===== config.mk =====
export PLATFORM = sky130hd
export DESIGN_NAME = key_cmd_flat
export DESIGN_NICKNAME = d
export VERILOG_FILES = /design/src/rtl/key_cmd_pkg.sv /design/src/rtl/key_cmd_if.sv /design/src/rtl/key_repeat.sv /design/src/rtl/key_cmd.sv /design/src/flat_wrapper.sv
export SDC_FILE = /design/constraint.sdc
export NUM_CORES = 1
export LEC_CHECK = 0
export BUFFER_PORTS_ARGS = -buffer_cell sky130_fd_sc_hd__buf_2
export CAP_MARGIN = 10
export CELL_PAD_IN_SITES_DETAIL_PLACEMENT = 1
export CELL_PAD_IN_SITES_GLOBAL_PLACEMENT = 1
export CORE_UTILIZATION = 38
export CTS_BUF_LIST = sky130_fd_sc_hd__clkbuf_4
export DETAILED_ROUTE_END_ITERATION = 10
export PLACE_DENSITY = 0.63
export SLEW_MARGIN = 30
export SYNTH_ARGS = -nofsm -noshare
export SYNTH_HDL_FRONTEND = slang
export SYNTH_SLANG_ARGS = --single-unit

===== constraint.sdc =====
create_clock -name clk -period 4.5 [get_ports clk]
set_input_delay 0.225 -clock clk [delete_from_list [all_inputs] [get_ports clk]]
set_output_delay 0.225 -clock clk [all_outputs]
set_load 0.02 [all_outputs]

===== src/rtl/key_cmd_pkg.sv =====
// Shared constants for the key_cmd command decoder: scan codes, key_event
// field positions and the per-player direction key indices.
package key_cmd_pkg;

    // Player-1 movement (no E0 prefix)
    localparam logic [7:0] SC_W     = 8'h1D;
    localparam logic [7:0] SC_A     = 8'h1C;
    localparam logic [7:0] SC_S     = 8'h1B;
    localparam logic [7:0] SC_D     = 8'h23;
    // Player-2 movement (E0-prefixed arrows)
    localparam logic [7:0] SC_UP    = 8'h75;
    localparam logic [7:0] SC_LEFT  = 8'h6B;
    localparam logic [7:0] SC_DOWN  = 8'h72;
    localparam logic [7:0] SC_RIGHT = 8'h74;
    // System keys (no E0 prefix)
    localparam logic [7:0] SC_M     = 8'h3A;
    localparam logic [7:0] SC_P     = 8'h4D;
    localparam logic [7:0] SC_SPACE = 8'h29;
    localparam logic [7:0] SC_R     = 8'h2D;

    // key_event field positions
    localparam int unsigned KE_VALID    = 10;
    localparam int unsigned KE_E0       = 9;
    localparam int unsigned KE_BRK      = 8;
    localparam int unsigned KE_CODE_MSB = 7;

    // Direction key slots inside one player's key_repeat
    localparam int unsigned KEY_W = 0;
    localparam int unsigned KEY_A = 1;
    localparam int unsigned KEY_S = 2;
    localparam int unsigned KEY_D = 3;

    // One-hot direction slot for a scan code; arrows selects the player-2 set
    function automatic logic [3:0] dir_onehot(input logic [7:0] code, input logic arrows);
        logic [3:0] hit;
        hit = '0;
        if (!arrows) begin
            hit[KEY_W] = (code == SC_W);
            hit[KEY_A] = (code == SC_A);
            hit[KEY_S] = (code == SC_S);
            hit[KEY_D] = (code == SC_D);
        end else begin
            hit[KEY_W] = (code == SC_UP);
            hit[KEY_A] = (code == SC_LEFT);
            hit[KEY_S] = (code == SC_DOWN);
            hit[KEY_D] = (code == SC_RIGHT);
        end
        return hit;
    endfunction

endpackage


===== src/rtl/key_cmd_if.sv =====
// Bundle between the keyboard record source and the key_cmd outputs.
interface key_cmd_if;
    logic [10:0] key_event;
    logic        w1, a1, s1, d1;
    logic        w2, a2, s2, d2;
    logic        music_en;
    logic        run;
    logic        started;
    logic        game_rstn;

    modport master (
        output key_event,
        input  w1, a1, s1, d1, w2, a2, s2, d2, music_en, run, started, game_rstn
    );

    modport slave (
        input  key_event,
        output w1, a1, s1, d1, w2, a2, s2, d2, music_en, run, started, game_rstn
    );
endinterface


===== src/rtl/key_repeat.sv =====
// Per-player held flags plus delayed auto-shift on the a/s/d keys.
// The most recent repeatable make owns the single repeat counter.
module key_repeat
    import key_cmd_pkg::*;
#(
    parameter int unsigned DAS_CYCLES = 16_000_000,
    parameter int unsigned ARR_CYCLES = 5_000_000,
    parameter int unsigned CNT_W      = 24
) (
    input  logic       clk,
    input  logic       rstn,
    input  logic [3:0] make_i,
    input  logic [3:0] brk_i,
    input  logic       clr_i,
    output logic [3:0] pulse_o
);

    localparam logic [CNT_W-1:0] DasLoad = CNT_W'(DAS_CYCLES - 1);
    localparam logic [CNT_W-1:0] ArrLoad = CNT_W'(ARR_CYCLES - 1);

    logic [3:0]       held_q, held_d;
    logic [3:0]       pulse_q, pulse_d;
    logic [1:0]       act_q, act_d;
    logic             act_vld_q, act_vld_d;
    logic [CNT_W-1:0] cnt_q, cnt_d;
    logic             expire;

    // Next-state: breaks, then makes (a fresh make overrides a same-cycle expiry)
    always_comb begin
        held_d    = held_q & ~brk_i;
        act_d     = act_q;
        act_vld_d = act_vld_q;
        cnt_d     = cnt_q;
        pulse_d   = '0;
        // Breaking the active key in its expiry cycle stops the repeat outright
        expire    = act_vld_q && (cnt_q == '0) && !brk_i[act_q];

        if (act_vld_q) begin
            cnt_d = (cnt_q == '0) ? ArrLoad : cnt_q - 1'b1;
            if (brk_i[act_q]) begin
                act_vld_d = 1'b0;
            end
        end

        for (int unsigned k = 0; k < 4; k++) begin
            if (make_i[k] && !held_q[k]) begin
                held_d[k]  = 1'b1;
                pulse_d[k] = 1'b1;
                if (k != KEY_W) begin
                    act_d     = k[1:0];
                    act_vld_d = 1'b1;
                    cnt_d     = DasLoad;
                    expire    = 1'b0;
                end
            end
        end

        if (expire) begin
            pulse_d[act_q] = 1'b1;
        end

        if (clr_i) begin
            held_d    = '0;
            act_d     = '0;
            act_vld_d = 1'b0;
            cnt_d     = '0;
            pulse_d   = '0;
        end
    end

    // State registers
    always_ff @(posedge clk or negedge rstn) begin
        if (!rstn) begin
            held_q    <= '0;
            pulse_q   <= '0;
            act_q     <= '0;
            act_vld_q <= 1'b0;
            cnt_q     <= '0;
        end else begin
            held_q    <= held_d;
            pulse_q   <= pulse_d;
            act_q     <= act_d;
            act_vld_q <= act_vld_d;
            cnt_q     <= cnt_d;
        end
    end

    assign pulse_o = pulse_q;

endmodule


===== src/rtl/key_cmd.sv =====
// Key event decoder: record acceptance, key map, system state and game soft reset.
module key_cmd
    import key_cmd_pkg::*;
#(
    parameter int unsigned DAS_CYCLES = 16_000_000,
    parameter int unsigned ARR_CYCLES = 5_000_000,
    parameter int unsigned CNT_W      = 24
) (
    input logic      clk,
    input logic      rstn,
    key_cmd_if.slave kif
);

    logic [10:0] ev;
    logic        valid_prev_q;
    logic [9:0]  last_q;
    logic        accept, e0, brk, sys;
    logic [7:0]  code;
    logic [3:0]  hit1, hit2, make1, make2, brk1, brk2, pulse1, pulse2;
    logic        cmd_m, cmd_p, cmd_space, cmd_r;
    logic        music_q, music_d, run_q, run_d, started_q, started_d, grst_q, grst_d;

    assign ev = kif.key_event;

    // Decode the accepted record into per-player strobes and system commands
    always_comb begin
        accept    = ev[KE_VALID] && (!valid_prev_q || (ev[KE_E0:0] != last_q));
        e0        = ev[KE_E0];
        brk       = ev[KE_BRK];
        code      = ev[KE_CODE_MSB:0];
        hit1      = (accept && !e0) ? dir_onehot(code, 1'b0) : 4'b0000;
        hit2      = (accept && e0) ? dir_onehot(code, 1'b1) : 4'b0000;
        make1     = brk ? 4'b0000 : hit1;
        brk1      = brk ? hit1 : 4'b0000;
        make2     = brk ? 4'b0000 : hit2;
        brk2      = brk ? hit2 : 4'b0000;
        sys       = accept && !e0 && !brk;
        cmd_m     = sys && (code == SC_M);
        cmd_p     = sys && (code == SC_P);
        cmd_space = sys && (code == SC_SPACE);
        cmd_r     = sys && (code == SC_R);
    end

    // System next-state; R and P both win over Space since only one code arrives per cycle
    always_comb begin
        music_d   = music_q ^ cmd_m;
        run_d     = run_q;
        started_d = started_q;
        grst_d    = !cmd_r;
        if (cmd_space) begin
            run_d     = 1'b1;
            started_d = 1'b1;
        end
        if (cmd_p || cmd_r) begin
            run_d = 1'b0;
        end
        if (cmd_r) begin
            started_d = 1'b0;
        end
    end

    // Acceptance history and system registers
    always_ff @(posedge clk or negedge rstn) begin
        if (!rstn) begin
            valid_prev_q <= 1'b0;
            last_q       <= '0;
            music_q      <= 1'b0;
            run_q        <= 1'b0;
            started_q    <= 1'b0;
            grst_q       <= 1'b1;
        end else begin
            valid_prev_q <= ev[KE_VALID];
            if (accept) begin
                last_q <= ev[KE_E0:0];
            end
            music_q   <= music_d;
            run_q     <= run_d;
            started_q <= started_d;
            grst_q    <= grst_d;
        end
    end

    key_repeat #(
        .DAS_CYCLES (DAS_CYCLES),
        .ARR_CYCLES (ARR_CYCLES),
        .CNT_W      (CNT_W)
    ) u_rep_p1 (
        .clk     (clk),
        .rstn    (rstn),
        .make_i  (make1),
        .brk_i   (brk1),
        .clr_i   (cmd_r),
        .pulse_o (pulse1)
    );

    key_repeat #(
        .DAS_CYCLES (DAS_CYCLES),
        .ARR_CYCLES (ARR_CYCLES),
        .CNT_W      (CNT_W)
    ) u_rep_p2 (
        .clk     (clk),
        .rstn    (rstn),
        .make_i  (make2),
        .brk_i   (brk2),
        .clr_i   (cmd_r),
        .pulse_o (pulse2)
    );

    assign kif.w1        = pulse1[KEY_W];
    assign kif.a1        = pulse1[KEY_A];
    assign kif.s1        = pulse1[KEY_S];
    assign kif.d1        = pulse1[KEY_D];
    assign kif.w2        = pulse2[KEY_W];
    assign kif.a2        = pulse2[KEY_A];
    assign kif.s2        = pulse2[KEY_S];
    assign kif.d2        = pulse2[KEY_D];
    assign kif.music_en  = music_q;
    assign kif.run       = run_q;
    assign kif.started   = started_q;
    assign kif.game_rstn = grst_q;

endmodule


===== src/flat_wrapper.sv =====
// flat-port wrapper written by rule: the top's interface ports become plain ports
module key_cmd_flat import key_cmd_pkg::*;
#(
    parameter int unsigned DAS_CYCLES = 16_000_000,
    parameter int unsigned ARR_CYCLES = 5_000_000,
    parameter int unsigned CNT_W      = 24
)
  (clk, rstn, kif_key_event, kif_w1, kif_a1, kif_s1, kif_d1, kif_w2, kif_a2, kif_s2, kif_d2, kif_music_en, kif_run, kif_started, kif_game_rstn);
  key_cmd_if kif_i ();
  input logic clk;
  input logic rstn;
  input wire logic [$bits(kif_i.key_event)-1:0] kif_key_event;
  output wire logic [$bits(kif_i.w1)-1:0] kif_w1;
  output wire logic [$bits(kif_i.a1)-1:0] kif_a1;
  output wire logic [$bits(kif_i.s1)-1:0] kif_s1;
  output wire logic [$bits(kif_i.d1)-1:0] kif_d1;
  output wire logic [$bits(kif_i.w2)-1:0] kif_w2;
  output wire logic [$bits(kif_i.a2)-1:0] kif_a2;
  output wire logic [$bits(kif_i.s2)-1:0] kif_s2;
  output wire logic [$bits(kif_i.d2)-1:0] kif_d2;
  output wire logic [$bits(kif_i.music_en)-1:0] kif_music_en;
  output wire logic [$bits(kif_i.run)-1:0] kif_run;
  output wire logic [$bits(kif_i.started)-1:0] kif_started;
  output wire logic [$bits(kif_i.game_rstn)-1:0] kif_game_rstn;
  assign kif_i.key_event = kif_key_event;
  assign kif_w1 = kif_i.w1;
  assign kif_a1 = kif_i.a1;
  assign kif_s1 = kif_i.s1;
  assign kif_d1 = kif_i.d1;
  assign kif_w2 = kif_i.w2;
  assign kif_a2 = kif_i.a2;
  assign kif_s2 = kif_i.s2;
  assign kif_d2 = kif_i.d2;
  assign kif_music_en = kif_i.music_en;
  assign kif_run = kif_i.run;
  assign kif_started = kif_i.started;
  assign kif_game_rstn = kif_i.game_rstn;
  key_cmd #(.DAS_CYCLES(DAS_CYCLES), .ARR_CYCLES(ARR_CYCLES), .CNT_W(CNT_W)) u_core (.clk(clk), .rstn(rstn), .kif(kif_i));
endmodule

==> results.md, run 1 <==
* DR WL/cell at approximately 18 µm
* Cts bufs inserted at 9
* CTS tree: done
* CP cell instances: xor2_1 -> nor4_2 -> a31o_1 -> a211oi_1 -> or4_1 -> a21oi_1
* Met3 WL post-DR at approximately 330 µm
* Worst setup SP type: register
* # nets final at between 500 and 600
* Clock transition at the registers of the reported paths at 0.13 ns
* Pwr dens at roughly 310 nW/µm²
* Die area at roughly 14000 µm²
* Row cnt at 41
* Setup WS post-layout at 1.70 ns
* Synth top area share at about 42%
* Dpl hpwl at ~9600 µm
* Final Wtd Congestion at around 0.79
* Synthesis warning total at 0
* Crit path kind: reg2reg
* Cts repair resizes at 0
* Synth area leaders: dfrtp_1 42%, a21oi_1 5.1%, nor2_1 3.6%
* Hold Path Class: in2reg
* Final wirelength at roughly 13000 µm
* M1 wire length at roughly 6300 µm
* Final Hold Fails at 0
* Crit path largest cell delay at between 0.6 and 0.7 ns
* RSZ-0062 raised after global routing: false
* Worst VDD drop at ~0.18 mV
* Largest net degree at the start of global routing at 58
* Syn Inst Count at ~560
* Vias in the first global route at roughly 4400
* Die X at between 100 and 150 µm
* Wire length on met2 at ~6700 µm
* Die height at around 120 µm
* Relative slew slack at between 40% and 50%
* Most common cell in the netlist: dfrtp_1
* WP data arrival at between 3 and 4 ns
* Number of inserted diodes at 0
* Clock Path Buffers at 2
* Root buf cell: clkbuf_4
* Routed Antenna Nets at 0
* 1st-iter DRT viols at just over 200
* Post-synth EDFFs at 0
* Endpoint type of the worst setup path: register
* Min Tclk post-route at 2.80 ns
* Pre-CTS setup slack at between 1.5 and 2 ns
* Post-synth top area cell: dfrtp_1
* Via density per instance at 5.75
* Top FF cell, synth: dfrtp_1
* Setup Viol. Count Final at 0
* Ys async rst share at 100%
* CTS sink cnt at 85
* Sum Neg Setup Slack at 0 ns
* Number of setup buffers added after CTS at 0
* Final setup skew at roughly 0.018 ns
* Critical Path RT at about 4.9 ns
* Pre-antenna DRT Iters at 4
* Core box area at 12700 µm²
* Synth cell types at approximately 70
* Most frequent cells after synthesis: 84 x dfrtp_1, 51 x a21oi_1, 47 x nor2_1
* Vias post-DR at 4280
* F_max at roughly 0.36 GHz
* Total grt overflow at 0
* Synth Cell Area at around 5000 µm²
* Min Hold Slack at about 0.08 ns
* Lkg Pwr at between 2 and 2.5 nW
* Slew @ Worst Pin at 0.802 ns
* Max layer used: met4
* Max-slew violation count at 0
* # port buffers at 24
* Worst-skew pair later-pin latency at 0.47 ns
* Final worst path period share at 62.1%
* Worst-path fanout max at 17
* Status: finished clean
* Slowest stage cell, crit path: a31o_1
* Syn nets at 571
* Avg Inst Size Synth at 8.93 µm²
* GRT Resource Usage Total at between 20% and 30%
* Max-cap violations at 0
* # IOs at 25
* Synthesis-stage register bit count at 85
* Initial Util at approximately 40%
* Antenna violations before repair at 0
* Seq/Total Area, Yosys at between 40% and 50%
* Area Overhead vs Synth at 8.09%
* H-tree lvl count at 3
* DR DRC count at 0
* First-pass GRT wire length at 23100 µm
* Share of cells above drive strength 1 at a little over an eighth
[report_power, final]
group          total (mW)  internal [mW]  switching, mW
clock network       0.452          0.175          0.277
logic               0.285          0.125          0.160
registers           0.938          0.842         0.0954
[cell type report]
cell class	count	area, µm²
Inverter	17	63.8
Sequential cell	85	2130
Tap cell	172	215
Clock inverter	6	61.3
Multi-Input combinational cell	421	2630
Fill cell	1519	7310
Clock buffer	10	75.1
Timing Repair Buffer	33	195
[registers in the layout, summed over array words and instances, names as in the netlist]
register and cells:
u_core.kif.game_rstn 1, u_core.kif.music_en 1, u_core.kif.run 1, u_core.kif.started 1, u_core.last_q 10, u_core.u_rep_p1.act_q 2
u_core.u_rep_p1.act_vld_q 1, u_core.u_rep_p1.cnt_q 24, u_core.u_rep_p1.held_q 4, u_core.u_rep_p1.pulse_o 4, u_core.u_rep_p2.act_q 2, u_core.u_rep_p2.act_vld_q 1
u_core.u_rep_p2.cnt_q 24, u_core.u_rep_p2.held_q 4, u_core.u_rep_p2.pulse_o 4, u_core.valid_prev_q 1
[timing repair]
action | CTS | global route
endpoints found under the setup margin | 0 | 0
hold endpoints to repair | 29 | 0
hold buffers | 2 | 0
[routing by layer]
layer,GRT usage (%),vias up
met5,0,-
met4,5.81,0
met3,5.03,13
met2,37.6,38
met1,28.6,2163
li1,-,2066
[through the flow]
stage / total power [mW] / cell area (µm²) / util, % / std cells
after floorplan: 1.14 / 4960 / - / 556
after global placement: 1.23 / 5200 / 41.1 / 726
after detailed placement: 1.24 / 5200 / 41.1 / 726
after CTS: 1.71 / 5360 / 42.3 / 744
after global routing: 1.79 / 5370 / 42.3 / 744
final: 1.67 / 5370 / 42.3 / 744
[worst paths after layout]
path	start	endpoint	slack (ns)	cells past startpoint
worst max-delay path	u_core.last_q[0]	u_core.u_rep_p2.pulse_o[3]	1.70	6
worst min-delay path	kif_key_event[7]	u_core.last_q[7]	0.08	3
worst max register to register	u_core.last_q[0]	u_core.u_rep_p2.pulse_o[3]	1.70	6
worst min register to register	u_core.kif.music_en	u_core.kif.music_en	0.48	1
max in group asynchronous	rstn	u_core.u_rep_p1.cnt_q[21]	3.22	3
min in group asynchronous	rstn	u_core.u_rep_p2.cnt_q[14]	0.19	2
[worst max-delay path: cells and delay by family (launching register included)]
family          cells  cell delay [ns]
simple gates        2             1.09
xor+xnor            1             0.15
flops               1             0.41
compound gates      3             1.07
[cells in the final DEF (no fill, tap or decap), types with 6 or more instances in the layout]
cell       n
a21oi_1   51
buf_4      8
o21ai_0   27
or3_1      7
xnor2_1    9
xor2_1    15
dfrtp_1   84
and3_1     8
nor2_1    47
a31oi_1   11
nor3_1    35
inv_1     17
clkbuf_4  10
nand2_1   46
nand4_1    6
or4_1      9
o31ai_1    6
nand3_1   23
mux2i_1    6
o21a_1     6
nor4_1    12
buf_2     23
[kinds of logic (layout without fill, tap and decap cells)]
| group | after synthesis | count (layout) | synth area share [%] |
|---|---|---|---|
| buffers and inverters | 50 | 66 | 4.56 |
| adder cells (fa/ha/maj) | 2 | 2 | 0.504 |
| XOR/XNOR | 24 | 24 | 4.24 |
| AO/OA/AOI/OAI | 138 | 138 | 17.3 |
| AND/OR/NAND/NOR | 246 | 246 | 28.2 |
| multiplexers | 11 | 11 | 2.34 |
| flip-flops | 85 | 85 | 42.9 |
Power figures use the tool's default switching activity.
==> run 2: changes to the inputs <==
ABC_AREA = 1   (was default)
PLACE_DENSITY = 0.66   (was 0.63)
clock period = 2.6 ns   (was 4.5 ns; I/O delays follow)
==> run 2 against run 1 <==
Against the previous run:
- synthesized cell count increased by 29%
- cell count up 28%
- first-iteration DRC count is 24% lower
- critical path type unchanged
- critical endpoint is now u_core.u_rep_p1.cnt_q[12]
==> results.md, run 2 <==
* Status: finished clean
* H-tree lvl count at 3
* Share of cells above drive strength 1 at approximately an eighth
* Via density per instance at approximately 5.2
* Antenna violations before repair at 0
* Pre-antenna DRT Iters at 4
* NetSw at between 1.5 and 2 mW
* Vias post-DR at between 4000 and 5000
* Endpoint type of the worst setup path: register
* Synthesis-stage register bit count at 85
* CTS tree: done
* GRT Resource Usage Total at a little under a quarter
* Sum Neg Setup Slack at 0 ns
* Crit path kind: reg2reg
* Sequential share of power at a little under half
* Min Tclk post-route at 2.38 ns
* Final Hold Fails at 0
* Dpl hpwl at roughly 11000 µm
* Crit path largest cell delay at between 0.4 and 0.5 ns
* Biggest regs: u_core.u_rep_p1.cnt_q x24, u_core.u_rep_p2.cnt_q x24, u_core.last_q x10
* Final wirelength at approximately 15000 µm
* Clock Power Share at 23.2%
* Relative slew slack at between 50% and 60%
* Synth Cell Area at a little over 5000 µm²
* CP delay by family, top: simple AND/OR/NAND/NOR gates
* F_max at 0.421 GHz
* Avg Inst Size Synth at ~7.3 µm²
* Hold Path Class: in2reg
* 1st-iter DRT viols at about 160
* Slowest stage cell, crit path: dfrtp_1
* Worst-path fanout max at 12
* First-pass GRT wire length at about 26000 µm
* Final worst path period share at between 90 and 100%
* Post-synth EDFFs at 0
* Most common cell in the netlist: nand2_1
* Comb pwr share at between 30% and 40%
* Max-slew violation count at 0
* # nets final at around 780
* Most frequent cells in the layout: 151 x nand2_1, 107 x nor2_1, 84 x dfrtp_1, 83 x inv_1, 50 x nand3_1
* Cts bufs inserted at 9
* Worst-skew pair later-pin latency at approximately 0.47 ns
* Synth top area share at roughly two fifths
* Pwr dens at just over 700 nW/µm²
* Total grt overflow at 0
* Post-synth top area cell: dfrtp_1
* Most frequent cells after synthesis: 151 x nand2_1, 109 x nor2_1, 84 x dfrtp_1
* Clock transition at the registers of the reported paths at roughly 0.14 ns
* Die area at 14100 µm²
* Area Overhead vs Synth at 14.6%
* Slew @ Worst Pin at just under 0.7 ns
* Routed Antenna Nets at 0
* Syn Inst Count at roughly 720
* RSZ-0062 raised after global routing: false
* Vias in the first global route at approximately 5100
* Most frequent CP cell: nand2_1
* Syn nets at between 700 and 800
* Non-Filler Instances at between 900 and 1000
* Synth cell types at 41
* Setup Viol. Count Final at 0
* Cell total after placement at 919
* Max-cap violations at 0
* Clock Path Buffers at 2
* CP cell instances: inv_1 -> nand2_1 -> nand2_1 -> nand2_1 -> nor2_1 -> nand3_4 -> nand3_4 -> nor2_4 -> nand2_1 -> nand2_2 -> nor2_4 -> nand2_4 -> nor2_4 -> nand2_1 -> o21ai_0
* Synthesis warning total at 0
* Largest net degree at the start of global routing at 40
* Initial Util at between 30% and 40%
* Core box area at about 13000 µm²
* Final Wtd Congestion at around 0.84
* Worst setup SP type: register
* DR WL/cell at 15.7 µm
* Lkg Pwr at 2.86 nW
* Final setup skew at roughly 0.010 ns
* Worst VDD drop at approximately 0.39 mV
* Top FF cell, synth: dfrtp_1
* Net Sw Frac at 38.0%
* WP data arrival at around 2.8 ns
* Number of inserted diodes at 0
* # IOs at 25
* # port buffers at 24
* Die X at 119 µm
* DR DRC count at 0
* Seq/Total Area, Yosys at 41.0%
* Ys async rst share at 100%
* Row cnt at between 40 and 50
* Critical Path RT at approximately 3.0 ns
* Root buf cell: clkbuf_4
* Die height at ~120 µm
* Synth area leaders: dfrtp_1 40%, nand2_1 11%, nor2_1 7.9%
* Internal power at 2.64 mW
* CTS sink cnt at 85
* CP bufs+invs at 1
* Most common cell after layout, fill and taps aside: nand2_1
[run 2: cell count changes after synthesis, moves of 8 or more]
cell / change
a21oi_1: -20
a31oi_1: -12
and3_1: -8
buf_2: -12
clkbuf_1: -10
inv_1: +66
inv_2: +9
nand2_1: +105
nand3_1: +28
nand4_1: +18
nor2_1: +62
nor3_1: -10
o21ai_1: +17
or4_1: -9
[run 2: repair_timing]
item,in CTS,in global routing
hold buffers,10,0
setup endpoints to repair,2,30
resized for setup,1,5
buffers inserted,0,5
endpoints found under the hold margin,46,0
pin swaps,0,3
[run 2: metal layers]
metal / wire length, µm / GRT usage, % / part of all wire, %
met5: 0 / 0 / 0
met4: 244 / 8.15 / 1.6
met3: 265 / 2.92 / 1.8
met2: 7310 / 39.2 / 49
met1: 7140 / 30.1 / 48
[run 2: stage by stage]
step           cell area (µm²)  utilization [%]  hold slack (ns)  total power, mW  worst slack (ns)
3_3_place_gp              5580             41.9            0.173             3.21            0.0633
2_1_floorplan             5190                -           -0.166             2.91             0.527
4_1_cts                   5860             44.1           0.0615             4.31            0.0701
6_report                  5950             44.7           0.0988             4.27             0.223
5_1_grt                   5950             44.7            0.116             4.62           0.00419
3_5_place_dp              5580             41.9            0.163             3.29            0.0210
[run 2: power by group through the flow]
stage	registers [mW]	logic (mW)	clock network, mW
2_1_floorplan	1.85	1.05	0
3_3_place_gp	1.94	1.27	0
3_5_place_dp	1.95	1.34	0
4_1_cts	1.93	1.36	1.02
5_1_grt	1.98	1.58	1.07
6_report	1.93	1.35	0.988
[run 2: worst paths after layout]
path | startpoint | cells after the start | endpoint | slack, ns
hold reg to reg | u_core.kif.music_en | 1 | u_core.kif.music_en | 0.48
min in group asynchronous | rstn | 2 | u_core.u_rep_p1.cnt_q[10] | 0.19
setup reg to reg | u_core.last_q[4] | 15 | u_core.u_rep_p1.cnt_q[12] | 0.22
setup / recovery | u_core.last_q[4] | 15 | u_core.u_rep_p1.cnt_q[12] | 0.22
hold / removal | kif_key_event[8] | 3 | u_core.u_rep_p1.held_q[3] | 0.1
max in group asynchronous | rstn | 3 | u_core.u_rep_p1.cnt_q[16] | 1.62
[run 2: kinds of logic after synthesis]
logic type	after synthesis	synth area share, %
compound gates	99	10.4
xor+xnor	28	4.72
buf+inv	107	8.34
simple gates	395	35.0
flops	85	41.0
fa+ha+maj	2	0.482
[run 2: layout make-up]
cell class | count | area, µm²
tap | 176 | 220
multi-input combinational | 524 | 2660
timing repair buffer | 55 | 405
clock inverter | 5 | 98.8
inverter | 94 | 353
fill | 1706 | 7350
sequential | 85 | 2130
clock buffer | 11 | 82.6
[run 2: worst register-to-register path, delay by kind of cell, from the launching register on]
kind / cells / cell delay, ns
simple gates: 13 / 1.72
flops: 1 / 0.42
compound gates: 1 / 0.09
buf+inv: 1 / 0.07
==> run 3: changes to the inputs <==
--- a/config.mk
+++ b/config.mk
@@ -11,4 +11,5 @@
 export CELL_PAD_IN_SITES_DETAIL_PLACEMENT = 1
 export CELL_PAD_IN_SITES_GLOBAL_PLACEMENT = 1
+export CORE_MARGIN = 2
 export CORE_UTILIZATION = 38
 export CTS_BUF_LIST = sky130_fd_sc_hd__clkbuf_4
==> constraint.sdc (replaced) <==
create_clock -name clk -period 2.6 [get_ports clk]
set_input_delay 0.13 -clock clk [delete_from_list [all_inputs] [get_ports clk]]
set_output_delay 0.13 -clock clk [all_outputs]
set_load 0.1 [all_outputs]
==> run 3 against run 2 <==
Against the previous run:
- sequential power about the same
- utilization up 0.11 points
- global-route usage down 0.60 points
- register-to-register slack worse by 0.02 ns
- cell count up 0.11%
- die area up 3.4%
- clock skew up 0.0042 ns
- worst setup slack worse by 0.016 ns
- cell area up 0.25%
- largest power group unchanged
==> results.md, run 3 (synthesis results as in run 2) <==
* Vias in the first global route at between 5000 and 6000
* Comb pwr share at 32.3%
* Die height at 121 µm
* Vias post-DR at 4940
* Status: finished clean
* Sum Neg Setup Slack at 0 ns
* Sequential share of power at between 40% and 50%
* Final setup skew at between 0.01 and 0.015 ns
* CP delay by family, top: simple AND/OR/NAND/NOR gates
* Routed Antenna Nets at 0
* Dpl hpwl at around 11000 µm
* 1st-iter DRT viols at about 240
* WHS Path Cells at 3
* Final Hold Fails at 0
* CTS tree: done
* Critical Path RT at about 3.0 ns
* Area Overhead vs Synth at 14.8%
* FF-to-FF setup slack at between 0.2 and 0.25 ns
* Most frequent CP cell: nand2_1
* Clock Path Buffers at 2
* Min Hold Slack at 0.0388 ns
* Min Tclk post-route at between 2 and 2.5 ns
* Worst reg2reg path startpoint: u_core.u_rep_p1.cnt_q[2]
* Most frequent cells in the layout: 151 x nand2_1, 106 x nor2_1, 84 x dfrtp_1, 83 x inv_1, 50 x nand3_1
* Cts bufs inserted at 9
* Endpoint type of the worst setup path: register
* First-pass GRT wire length at 26100 µm
* Share of cells above drive strength 1 at 12.9%
* Setup Viol. Count Final at 0
* Worst hold endpoint: u_core.last_q[3]
* Final wirelength at between 15000 and 20000 µm
* Core box area at 13300 µm²
* Row cnt at 42
* Final Wtd Congestion at just over 0.8
* GRT Resource Usage Total at between 20% and 30%
* FF-to-FF End: u_core.u_rep_p1.cnt_q[21]
* Worst VDD drop at 0.366 mV
* Worst-skew pair later-pin latency at approximately 0.47 ns
* # IOs at 25
* CTS sink cnt at 85
* Final worst path period share at 92.0%
* Pre-CTS setup slack at between 0.02 and 0.03 ns
* DR DRC count at 0
* Total grt overflow at 0
* Hold path start: kif_key_event[3]
* R2R cell count at 11
* Slowest stage cell, crit path: dfrtp_1
* Die X at ~120 µm
* # nets final at ~800
* CP cell instances: nor2_1 -> nand2_1 -> nor2_1 -> nand4_1 -> nor2_1 -> nand2_1 -> o21ai_0 -> nand2_1 -> o21ai_0 -> nand2_1 -> o21ai_1
* Net Sw Frac at between 30 and 40%
* H-tree lvl count at 3
* Clock transition at the registers of the reported paths at ~0.15 ns
* Internal power at around 2.6 mW
* Max-slew violation count at 0
* F_max at 0.418 GHz
* Most common cell after layout, fill and taps aside: nand2_1
* Biggest regs: u_core.u_rep_p1.cnt_q x24, u_core.u_rep_p2.cnt_q x24, u_core.last_q x10
* Crit path kind: reg2reg
* Crit path largest cell delay at between 0.4 and 0.5 ns
* Pwr dens at a little over 700 nW/µm²
* Setup WS post-layout at roughly 0.21 ns
* Relative slew slack at approximately 51%
* CP bufs+invs at 0
* Antenna violations before repair at 1
* Pre-antenna DRT Iters at 5
* Die area at between 10000 and 15000 µm²
* Worst-path fanout max at 4
* # port buffers at 24
* NetSw at 1.69 mW
* Via density per instance at roughly 5.2
* Max-cap violations at 0
* WP data arrival at between 2 and 3 ns
* Largest net degree at the start of global routing at 43
* Initial Util at between 30% and 40%
* Slew @ Worst Pin at between 0.7 and 0.8 ns
* Root buf cell: clkbuf_4
* Clock Power Share at between 20% and 30%
* Lkg Pwr at 2.86 nW
* Hold Path Class: in2reg
* Worst setup SP type: register
* DR WL/cell at roughly 16 µm
## run 3: cell count changes in the layout (fill, tap and decap cells not counted), sizes merged
cell / delta
diode: +2
dlygate4sd3: -2
buf: +1
## run 3: timing repair
action                                  CTS  global route
endpoints found under the setup margin    2            40
endpoints found under the hold margin    47             0
resized for setup                         1             7
buffers inserted                          0             6
pin swaps                                 0             3
hold buffers                              8             0
## run 3: power by group through the flow
stage | sequential [mW] | combinational [mW] | clock, mW
global route | 1.98 | 1.64 | 1.08
CTS | 1.93 | 1.38 | 1.04
detailed placement | 1.96 | 1.36 | 0
global placement | 1.94 | 1.29 | 0
finish | 1.94 | 1.40 | 1.00
floorplan | 1.86 | 1.05 | 0
## run 3: metal layers
metal | global-route usage [%] | routed length, µm
met1 | 29.6 | 7250
met2 | 38.0 | 7390
met3 | 2.63 | 281
met4 | 7.99 | 250
met5 | 0 | 0
## run 3: how the worst max path moves through the flow
stage                                   startpoint                         end  slack, ns  cells after the start
after floorplan           u_core.u_rep_p1.cnt_q[0]  u_core.u_rep_p1.pulse_o[1]       0.53                     10
after global placement            u_core.last_q[5]   u_core.u_rep_p2.cnt_q[23]       0.07                     14
after detailed placement          u_core.last_q[5]    u_core.u_rep_p2.cnt_q[2]       0.03                     14
after CTS                         u_core.last_q[5]   u_core.u_rep_p1.cnt_q[10]       0.10                     15
after global routing              u_core.last_q[7]    u_core.u_rep_p1.cnt_q[4]     -0.001                     15
final                     u_core.u_rep_p1.cnt_q[2]   u_core.u_rep_p1.cnt_q[21]       0.21                     11
## run 3: through the flow
step | std cells | power [mW] | instance area (µm²) | utilization [%]
4_1_cts | 943 | 4.35 | 5860 | 44.1
3_5_place_dp | 919 | 3.31 | 5590 | 42.0
6_report | 951 | 4.34 | 5960 | 44.9
3_3_place_gp | 919 | 3.23 | 5590 | 42.0
5_1_grt | 951 | 4.70 | 5960 | 44.9
2_1_floorplan | 716 | 2.92 | 5190 | -
## run 3: cell type report
cell class	instances	area, µm²
Antenna cell	2	5.00
Multi-Input combinational cell	524	2670
Timing Repair Buffer	54	405
Fill cell	1703	7330
Inverter	94	353
Clock inverter	5	100
Clock buffer	11	82.6
Tap cell	176	220
Sequential cell	85	2130
## run 3: worst reg2reg max path, cell delays in order, from the launching register on
cell and delay [ns]:
dfrtp_1 0.45, nor2_1 0.21, nand2_1 0.14, nor2_1 0.28
nand4_1 0.25, nor2_1 0.20, nand2_1 0.13, o21ai_0 0.19
nand2_1 0.07, o21ai_0 0.21, nand2_1 0.08, o21ai_1 0.09
